**src/rtl/fetch_unit.sv**
```systemverilog
// fetch_unit: instruction fetch stage with PC, in-order request tracking and response buffering
module fetch_unit #(
  parameter logic [31:0] RESET_PC = 32'h0000_0000,
  parameter int          DEPTH    = 2,
  parameter logic [31:0] NOP      = 32'h0000_0013
) (
  input  logic        clk,
  input  logic        rst,
  output logic        imem_req,
  output logic [31:0] imem_addr,
  input  logic        imem_gnt,
  input  logic        imem_rvalid,
  input  logic [31:0] imem_rdata,
  input  logic        stall,
  input  logic        redirect,
  input  logic [31:0] redirect_pc,
  input  logic        halt,
  output logic [31:0] inst_b,
  output logic [31:0] inst_pc,
  output logic        inst_valid,
  output logic        halted
);
  localparam int CW = 3;
  localparam logic [CW-1:0] LIM = CW'(DEPTH);
  localparam logic [CW-1:0] ONE = CW'(1);
  localparam logic [0:0] S_RUN = 1'b0;
  localparam logic [0:0] S_HALT = 1'b1;

  logic [0:0]    r_state;
  logic [31:0]   r_pc;
  logic [CW-1:0] r_out, r_drop, r_bcnt, r_pcnt;
  logic [63:0]   r_buf [DEPTH];
  logic [31:0]   r_pq [DEPTH];
  logic [63:0]   w_buf_n [DEPTH];
  logic [31:0]   w_pq_n [DEPTH];
  logic [CW-1:0] w_bcnt_n, w_pcnt_n, w_out_n;
  logic [31:0]   w_rpc;
  logic w_run, w_redir, w_hgo, w_acc, w_resp, w_keep, w_bpop, w_byp, w_bpush;

  assign w_run     = r_state == S_RUN;
  assign imem_req  = !rst && w_run && !redirect && !halt && (r_out + r_bcnt < LIM);
  assign imem_addr = r_pc;
  assign w_acc     = imem_req && imem_gnt;
  assign w_resp    = imem_rvalid && r_out != '0;
  assign w_keep    = w_resp && r_drop == '0;
  assign w_redir   = w_run && redirect;
  assign w_hgo     = w_run && halt && !redirect;
  assign w_bpop    = !stall && r_bcnt != '0;
  assign w_byp     = w_keep && !stall && r_bcnt == '0;
  assign w_bpush   = w_keep && !w_byp;
  assign w_out_n   = r_out + CW'(w_acc) - CW'(w_resp);
  assign w_rpc     = redirect_pc & 32'hFFFF_FFFC;
  assign halted    = r_state == S_HALT;

  // next contents of the response buffer and PC queue (shift-out head, append at tail)
  always_comb begin
    w_buf_n  = r_buf;
    w_pq_n   = r_pq;
    w_bcnt_n = r_bcnt;
    w_pcnt_n = r_pcnt;
    if (w_bpop) begin
      for (int k = 0; k < DEPTH - 1; k++) w_buf_n[k] = r_buf[k+1];
      w_bcnt_n = r_bcnt - ONE;
    end
    if (w_bpush)
      for (int k = 0; k < DEPTH; k++) if (CW'(k) == w_bcnt_n) w_buf_n[k] = {imem_rdata, r_pq[0]};
    w_bcnt_n = w_bcnt_n + CW'(w_bpush);
    if (w_keep) begin
      for (int k = 0; k < DEPTH - 1; k++) w_pq_n[k] = r_pq[k+1];
      w_pcnt_n = r_pcnt - ONE;
    end
    if (w_acc)
      for (int k = 0; k < DEPTH; k++) if (CW'(k) == w_pcnt_n) w_pq_n[k] = r_pc;
    w_pcnt_n = w_pcnt_n + CW'(w_acc);
  end

  // storage arrays; validity is tracked by the counters alone
  always_ff @(posedge clk) begin
    r_buf <= w_buf_n;
    r_pq  <= w_pq_n;
  end

  // PC, state, counters and output register; redirect overrides stall and halt
  always_ff @(posedge clk) begin
    if (rst) begin
      r_state    <= S_RUN;
      r_pc       <= RESET_PC;
      r_out      <= '0;
      r_drop     <= '0;
      r_bcnt     <= '0;
      r_pcnt     <= '0;
      inst_b     <= NOP;
      inst_pc    <= '0;
      inst_valid <= 1'b0;
    end else begin
      r_out  <= w_out_n;
      r_drop <= r_drop - CW'(w_resp && r_drop != '0);
      r_bcnt <= w_bcnt_n;
      r_pcnt <= w_pcnt_n;
      if (w_acc) r_pc <= r_pc + 32'd4;
      if (w_bpop) begin
        inst_b     <= r_buf[0][63:32];
        inst_pc    <= r_buf[0][31:0];
        inst_valid <= 1'b1;
      end else if (w_byp) begin
        inst_b     <= imem_rdata;
        inst_pc    <= r_pq[0];
        inst_valid <= 1'b1;
      end else if (!stall) begin
        inst_b     <= NOP;
        inst_valid <= 1'b0;
      end
      if (w_redir) begin
        r_pc       <= w_rpc;
        r_drop     <= w_out_n;
        r_bcnt     <= '0;
        r_pcnt     <= '0;
        inst_b     <= NOP;
        inst_valid <= 1'b0;
      end else if (w_hgo) begin
        r_state <= S_HALT;
        r_drop  <= w_out_n;
        r_bcnt  <= '0;
        r_pcnt  <= '0;
        if (!stall) begin
          inst_b     <= NOP;
          inst_valid <= 1'b0;
        end
      end
    end
  end
endmodule

```
**config.mk**
```make
export PLATFORM = sky130hd
export DESIGN_NAME = fetch_unit
export DESIGN_NICKNAME = d
export VERILOG_FILES = /design/src/rtl/fetch_unit.sv
export SDC_FILE = /design/constraint.sdc
export NUM_CORES = 1
export LEC_CHECK = 0
export BUFFER_PORTS_ARGS = -buffer_cell sky130_fd_sc_hd__clkbuf_2
export CORE_UTILIZATION = 55
export DETAILED_ROUTE_END_ITERATION = 7
export GPL_TIMING_DRIVEN = 0
export PLACE_DENSITY = 0.77
export SLEW_MARGIN = 0
export SYNTH_ARGS = -nofsm -noshare
export SYNTH_HDL_FRONTEND = slang
export SYNTH_SLANG_ARGS = --single-unit
```
**constraint.sdc**
```tcl
create_clock -name clk -period 8.8 [get_ports clk]
set_input_delay 0.88 -clock clk [delete_from_list [all_inputs] [get_ports clk]]
set_output_delay 0.88 -clock clk [all_outputs]
set_load 0.01 [all_outputs]
```
==> impl_metrics.ini, run 1 <==
[status]
status = complete, but fails checks
violations = design-rule violations

[final_layout]
fin_cells = 1717
n_fill_cell = 1673
ff_latch_area_sq_um = 6910
antenna_cells = 0
area_growth_pct = 18.1
final_common_cell = nand2_1
nets = 1505
drive_above_1_share = 0.166
final_cell_mix = nand2_1, dfxtp_1, nor2_1, clkbuf_2, edfxtp_1
multi_input_area_sq_um = 4560

[yosys]
async_flop_share = 0
synth-edff-count = 94
synth-main-ff-cell = dfxtp_1
syn_inst = 1222
synthDistinctLibCells = 52
ys_seq_area_frac = 0.582
syn_area_per_cell_sq_um = 9.71
ys_warn_count = 0
synth-seq-cells = 298
mappedNetlistArea_sq_um = 11900

[min_path]
hold_start = r_buf[91]$_DFF_P_
hold_path.class = reg2reg
whs_endpoint = inst_pc[27]$_SDFFE_PP0P_
hold_depth = 2

[clocking]
clk_pin_slew_ns = 0.07
cts_sinks = 298
cts-root-buf = clkbuf_16
cts_max_level = 1
cts_buffers = 29
hold_buffers = 0
worstSkewPairLatency_ns = 0.54
postCtsSetupRepairBufs = 0
cts_tree = done
cts.path.max_buffers = 3
ctsResizeCount = 0

[setup_path]
critPathSlowestCell = fa_1
r2r_cells = 17
r2r_slack_ns = 5.07
path_common_cell = inv_1
crit_required_ns = 9.23
critPathLaunch = r_out[1]$_SDFF_PP0_
r2r_start = r_out[1]$_SDFF_PP0_
critPathArrivalTime_ns = 4.16
endpoint_kind = flip-flop
startpoint_type = flip-flop
cp_max_fo = 10
critPathMaxStageDelay_ns = 0.55
r2r_end = r_drop[2]$_SDFF_PP0_
criticalPathCategory = reg2reg
path_cells = inv_1 > fa_1 > nor3b_1 > nand3_2 > inv_1 > and2_1 > inv_2 > buf_2 > ha_1 > inv_1 > ha_1 > fa_1 > xnor2_1 > xnor2_1 > nor2_1 > nor2_1 > a21oi_1

[drt]
dr.pass1.iters = 8
m1WireLength_um = 13300
top_layer = met4
drt_iter0_drc = 933
post_drt_wl_per_cell_um = 18.6
dr_wl_met2_um = 14900
met3_length_um = 3000
routed_via_density = 5.87
num_vias = 10100
wirelength_um = 32000
drc = 2
route.antenna.remaining_nets = 0

[sta]
fin_ws_ns = 5.07
hold_violations = 0
drv_slew = 0
period_minus_slack_ns = 3.73
setup_tns_ns = 0
max_freq_mhz = 268
skew_ns = 0.0154
slew_headroom = 0.440
grt_setup_unrepaired = no
worst_pin_slew_ns = 0.840
post-route-period-util = 0.424
setup_viol = 0

[global_routing]
grt_max_degree = 46
grtUsageTotal = 0.288
grt_pass1_vias = 9629
grt_antenna_before_repair = 0
overflow = 0
grt_first_pass_wirelength_um = 50500

[floorplan]
die_x_um = 149
rows = 53
dieArea_sq_um = 22200
core_area_sq_um = 21100
die_y_um = 149
io_pins = 170
start_util = 0.563

[pwr]
power.density_nw_per_um2 = 286
peakVddDrop_mv = 0.182
total_power_mw = 4.01
p_leak_nw = 5.59

[placed_design]
port_buffers = 165
pre_cts_slack_ns = 5.07
place.gp.congestion = 0.837
hpwl_um = 21700
place_inst = 1664

[run]
maxCapViolCount = 0
[kinds of logic (layout without fill, tap and decap cells)]
kind of cell               Yosys count  after routing  share of synthesized area
DFF                                298            298                      0.582
and+or+nand+nor                    545            545                      0.191
xor gates and xnor gates            28             28                     0.0220
muxes                               35             35                     0.0321
other                                1              2                   0.000316
adders and majority gates           14             14                     0.0160
buffers and inverters              106            325                     0.0353
AOI/OAI and AO/OA                  195            195                      0.122
[routing by layer]
layer  track usage  vias to the layer above
met5             0                        -
met4        0.0980                        0
met3        0.0502                       74
met2         0.464                      518
li1              -                     4717
met1         0.391                     4770
[metrics by stage]
step	hold slack, ns	util	area [sq um]
2_1_floorplan	0.444	-	11900
3_3_place_gp	0.460	0.619	13000
3_5_place_dp	0.461	0.620	13100
4_1_cts	0.474	0.665	14000
5_1_grt	0.489	0.665	14000
6_report	0.473	0.665	14000
[flip-flops by register name, summed over array words and instances (netlist names)]
| signal | count |
|---|---|
| r_pq | 62 |
| inst_pc | 32 |
| halted | 1 |
| r_pcnt | 3 |
| inst_valid | 1 |
| r_drop | 3 |
| inst_b | 32 |
| r_buf | 128 |
| r_bcnt | 3 |
| r_out | 3 |
| imem_addr | 30 |
[synth_stat cells (11+ instances only)]
cell type	instances	share of area
nor2_1	170	0.054
ha_1	12	0.013
nor3_1	12	0.0051
edfxtp_1	94	0.24
inv_1	18	0.0057
xnor2_1	26	0.019
a311oi_1	39	0.029
a31oi_1	69	0.036
dfxtp_1	204	0.34
clkbuf_1	74	0.023
nand2_1	292	0.092
a222oi_1	29	0.024
a211oi_1	19	0.012
o21ai_0	16	0.0067
or3_1	11	0.0058
mux2_2	15	0.014
[worst max-delay path by stage]
stage | slack, ns | end | cells past startpoint
after floorplan | 5.11 | r_buf[0]$_DFFE_PP_ | 5
after global placement | 3.62 | r_buf[11]$_DFFE_PP_ | 6
after detailed placement | 5.07 | r_buf[7]$_DFFE_PP_ | 7
after CTS | 5.07 | r_drop[2]$_SDFF_PP0_ | 17
after global routing | 4.86 | r_drop[2]$_SDFF_PP0_ | 17
final | 5.07 | r_drop[2]$_SDFF_PP0_ | 17
[critical path: cells and delay by family, from the launching register on]
| kind | cells | cell delay, ns |
|---|---|---|
| buffers and inverters | 5 | 0.60 |
| adder cells (fa/ha/maj) | 4 | 1.41 |
| XOR/XNOR | 2 | 0.35 |
| AO/OA/AOI/OAI | 1 | 0.04 |
| AND/OR/NAND/NOR | 5 | 0.87 |
| flip-flops | 1 | 0.36 |
[power breakdown]
group	leakage, nW	internal, mW	total [mW]	switching [mW]
Combinational	2.60	0.355	0.818	0.463
Clock	0.456	0.707	1.23	0.521
Sequential	2.54	1.73	1.97	0.234
Total	5.59	2.79	4.01	1.22
[area by class of cell]
cell class	instances	share of cell area
flip-flops and latches	298	0.493
multi-input cells	819	0.325
repair buffers	166	0.0609
clock buffers	35	0.0548
plain buffers	87	0.0248
well taps	275	0.0246
clock inverters	18	0.0119
inverters	19	0.00509
(Power assumes the default switching activity.)
==> run 2: changes to the inputs <==
ABC_AREA = 1   (was default)
PLACE_DENSITY = 0.76   (was 0.77)
clock period = 3.8 ns   (was 8.8 ns; I/O delays follow)
==> run 2 against run 1 <==
Effect of this change:
- the flow now finishes without violations
- via count up 19%
- non-clock buffer count up 11
- clock skew fell by 0.0086 ns
- combinational power increased to 3.4 times the previous value
- critical path type unchanged
- critical endpoint is now r_pq[26]$_DFFE_PP_
- largest cell class unchanged
==> impl_metrics.ini, run 2 <==
[placed_design]
port_buffers = 163
place.gp.congestion = 0.934
placedInstanceArea_sq_um = 14800
hpwl_um = 26400
pre_cts_slack_ns = 0.498

[floorplan]
rows = 57
start_util = 0.559
die_y_um = 159
dieArea_sq_um = 25300
core_area_sq_um = 24200
die_x_um = 159
io_pins = 170

[yosys]
syn_inst = 1707
yosysTopAreaCellShare = 0.301
synthDistinctLibCells = 44
synth-seq-cells = 298
synth_area_leader_cell = dfxtp_1
syn_area_per_cell_sq_um = 7.94
synth.most_common_cell = nand2_1
async_flop_share = 0
synth-edff-count = 94
mappedNetlistArea_sq_um = 13500
ys_warn_count = 0
ys_seq_area_frac = 0.510
synth.area.top_cells = dfxtp_1, edfxtp_1, nand2_1
synth_common_cells = nand2_1, dfxtp_1, nor2_1
synth-main-ff-cell = dfxtp_1

[sta]
period_minus_slack_ns = 3.34
worst_pin_slew_ns = 0.885
fin_ws_ns = 0.455
slew_headroom = 0.406
drv_slew = 0
hold_violations = 0
grt_setup_unrepaired = no
whs_ns = 0.0341
skew_ns = 0.00684
post-route-period-util = 0.880
max_freq_mhz = 299
setup_viol = 0

[global_routing]
grt_antenna_before_repair = 0
grtUsageTotal = 0.283
grt_first_pass_wirelength_um = 58100
grt_pass1_vias = 11600
grt_max_degree = 29
overflow = 0

[clocking]
ctsResizeCount = 0
worstSkewPairLatency_ns = 0.56
clk_pin_slew_ns = 0.06
hold_buffers = 0
cts.path.max_buffers = 3
cts-root-buf = clkbuf_16
cts_tree = done
postCtsSetupRepairBufs = 0
cts_sinks = 298
cts_buffers = 31
cts_max_level = 1

[drt]
num_vias = 12000
dr.pass1.iters = 5
drt_iter0_drc = 1059
wirelength_um = 36100
drc = 0
routed_via_density = 5.32
route.antenna.remaining_nets = 0
post_drt_wl_per_cell_um = 16.0

[setup_path]
endpoint_kind = flip-flop
r2r_slack_ns = 0.46
critPathSlowestCell = nor4_4
r2r_end = r_pq[26]$_DFFE_PP_
crit_required_ns = 4.05
r2r_start = r_out[1]$_SDFF_PP0_
cp_max_fo = 17
path_common_cell = nand3_1
startpoint_type = flip-flop
critPathArrivalTime_ns = 3.60
path_cells = inv_1 > fa_1 > nand3_1 > nor2_2 > nand3_1 > buf_4 > buf_2 > nor4_4 > buf_6
critPathMaxStageDelay_ns = 0.84
criticalPathCategory = reg2reg
r2r_cells = 9

[final_layout]
nets = 1992
drive_above_1_share = 0.182
area_growth_pct = 17.5
largest_reg_flops = 128
final_common_cell = nand2_1
utilization = 0.657
final_cell_mix = nand2_1, dfxtp_1, nor2_1, clkbuf_2, inv_1
finalInstanceArea_sq_um = 15900
antenna_cells = 0
largest_register = r_buf
reg_top3 = r_buf x128, r_pq x62

[pwr]
pwr-share-clk = 0.305
combPwrFrac = 0.271
p_int_mw = 6.93
p_sw_mw = 3.41
total_power_mw = 10.3
peakVddDrop_mv = 0.337
netSwitchingFraction = 0.330
power.density_nw_per_um2 = 649
p_leak_nw = 7.00
seqPwrFrac = 0.424

[min_path]
hold_start = imem_rdata[21]
hold_depth = 1
hold_path.class = in2reg
whs_endpoint = r_buf[53]$_DFFE_PP_

[run]
maxCapViolCount = 0

[status]
status = completed
==> run 2: how the worst max path moves through the flow <==
stage,cells after the start,from,end
6_report,9,r_out[1]$_SDFF_PP0_,r_pq[26]$_DFFE_PP_
3_3_place_gp,10,r_bcnt[1]$_SDFF_PP0_,r_buf[51]$_DFFE_PP_
2_1_floorplan,9,r_bcnt[0]$_SDFF_PP0_,r_buf[0]$_DFFE_PP_
4_1_cts,9,r_out[1]$_SDFF_PP0_,r_pq[21]$_DFFE_PP_
5_1_grt,15,r_out[1]$_SDFF_PP0_,r_drop[1]$_SDFF_PP0_
3_5_place_dp,9,r_out[1]$_SDFF_PP0_,r_pq[25]$_DFFE_PP_
==> run 2: cells by family (layout without fill, tap and decap cells) <==
group / Yosys count / after routing / synth area share
flops: 298 / 298 / 0.510
other cells: 1 / 2 / 0.000277
fa+ha+maj: 14 / 14 / 0.0140
compound gates: 298 / 298 / 0.138
xor+xnor: 11 / 11 / 0.00767
buf+inv: 269 / 493 / 0.0873
simple gates: 816 / 816 / 0.243
==> run 2: critical path: cells and delay by family (launching register included) <==
kind                     cells  cell delay, ns
flip-flops                   1            0.37
adder cells (fa/ha/maj)      1            0.56
AND/OR/NAND/NOR              4            1.24
buffers and inverters        4            0.86
==> run 2: metal layers <==
metal,global-route usage,wire [um]
met5,0,0
met4,0.105,1260
met3,0.0333,2520
met2,0.489,17100
met1,0.365,15200
==> run 2: power groups by stage <==
stage	logic [mW]	registers, mW	clock network, mW
CTS	2.79	4.37	3.17
finish	2.80	4.38	3.15
floorplan	2.01	4.39	0
global route	3.18	4.45	3.30
detailed placement	2.76	4.43	0
global placement	2.66	4.41	0
==> run 2: cell type report <==
class	instances	area [sq um]
Buffer	98	537
Tap cell	324	405
Clock buffer	46	935
Multi-Input combinational cell	1141	5480
Fill cell	2039	8320
Timing Repair Buffer	166	867
Sequential cell	298	6910
Inverter	171	646
Clock inverter	12	144
==> run 2: metrics by stage <==
stage / TNS (ns) / std cells
6_report: 0 / 2256
5_1_grt: 0 / 2256
4_1_cts: 0 / 2256
3_5_place_dp: 0 / 2198
3_3_place_gp: -45.50 / 2195
2_1_floorplan: 0 / 1708
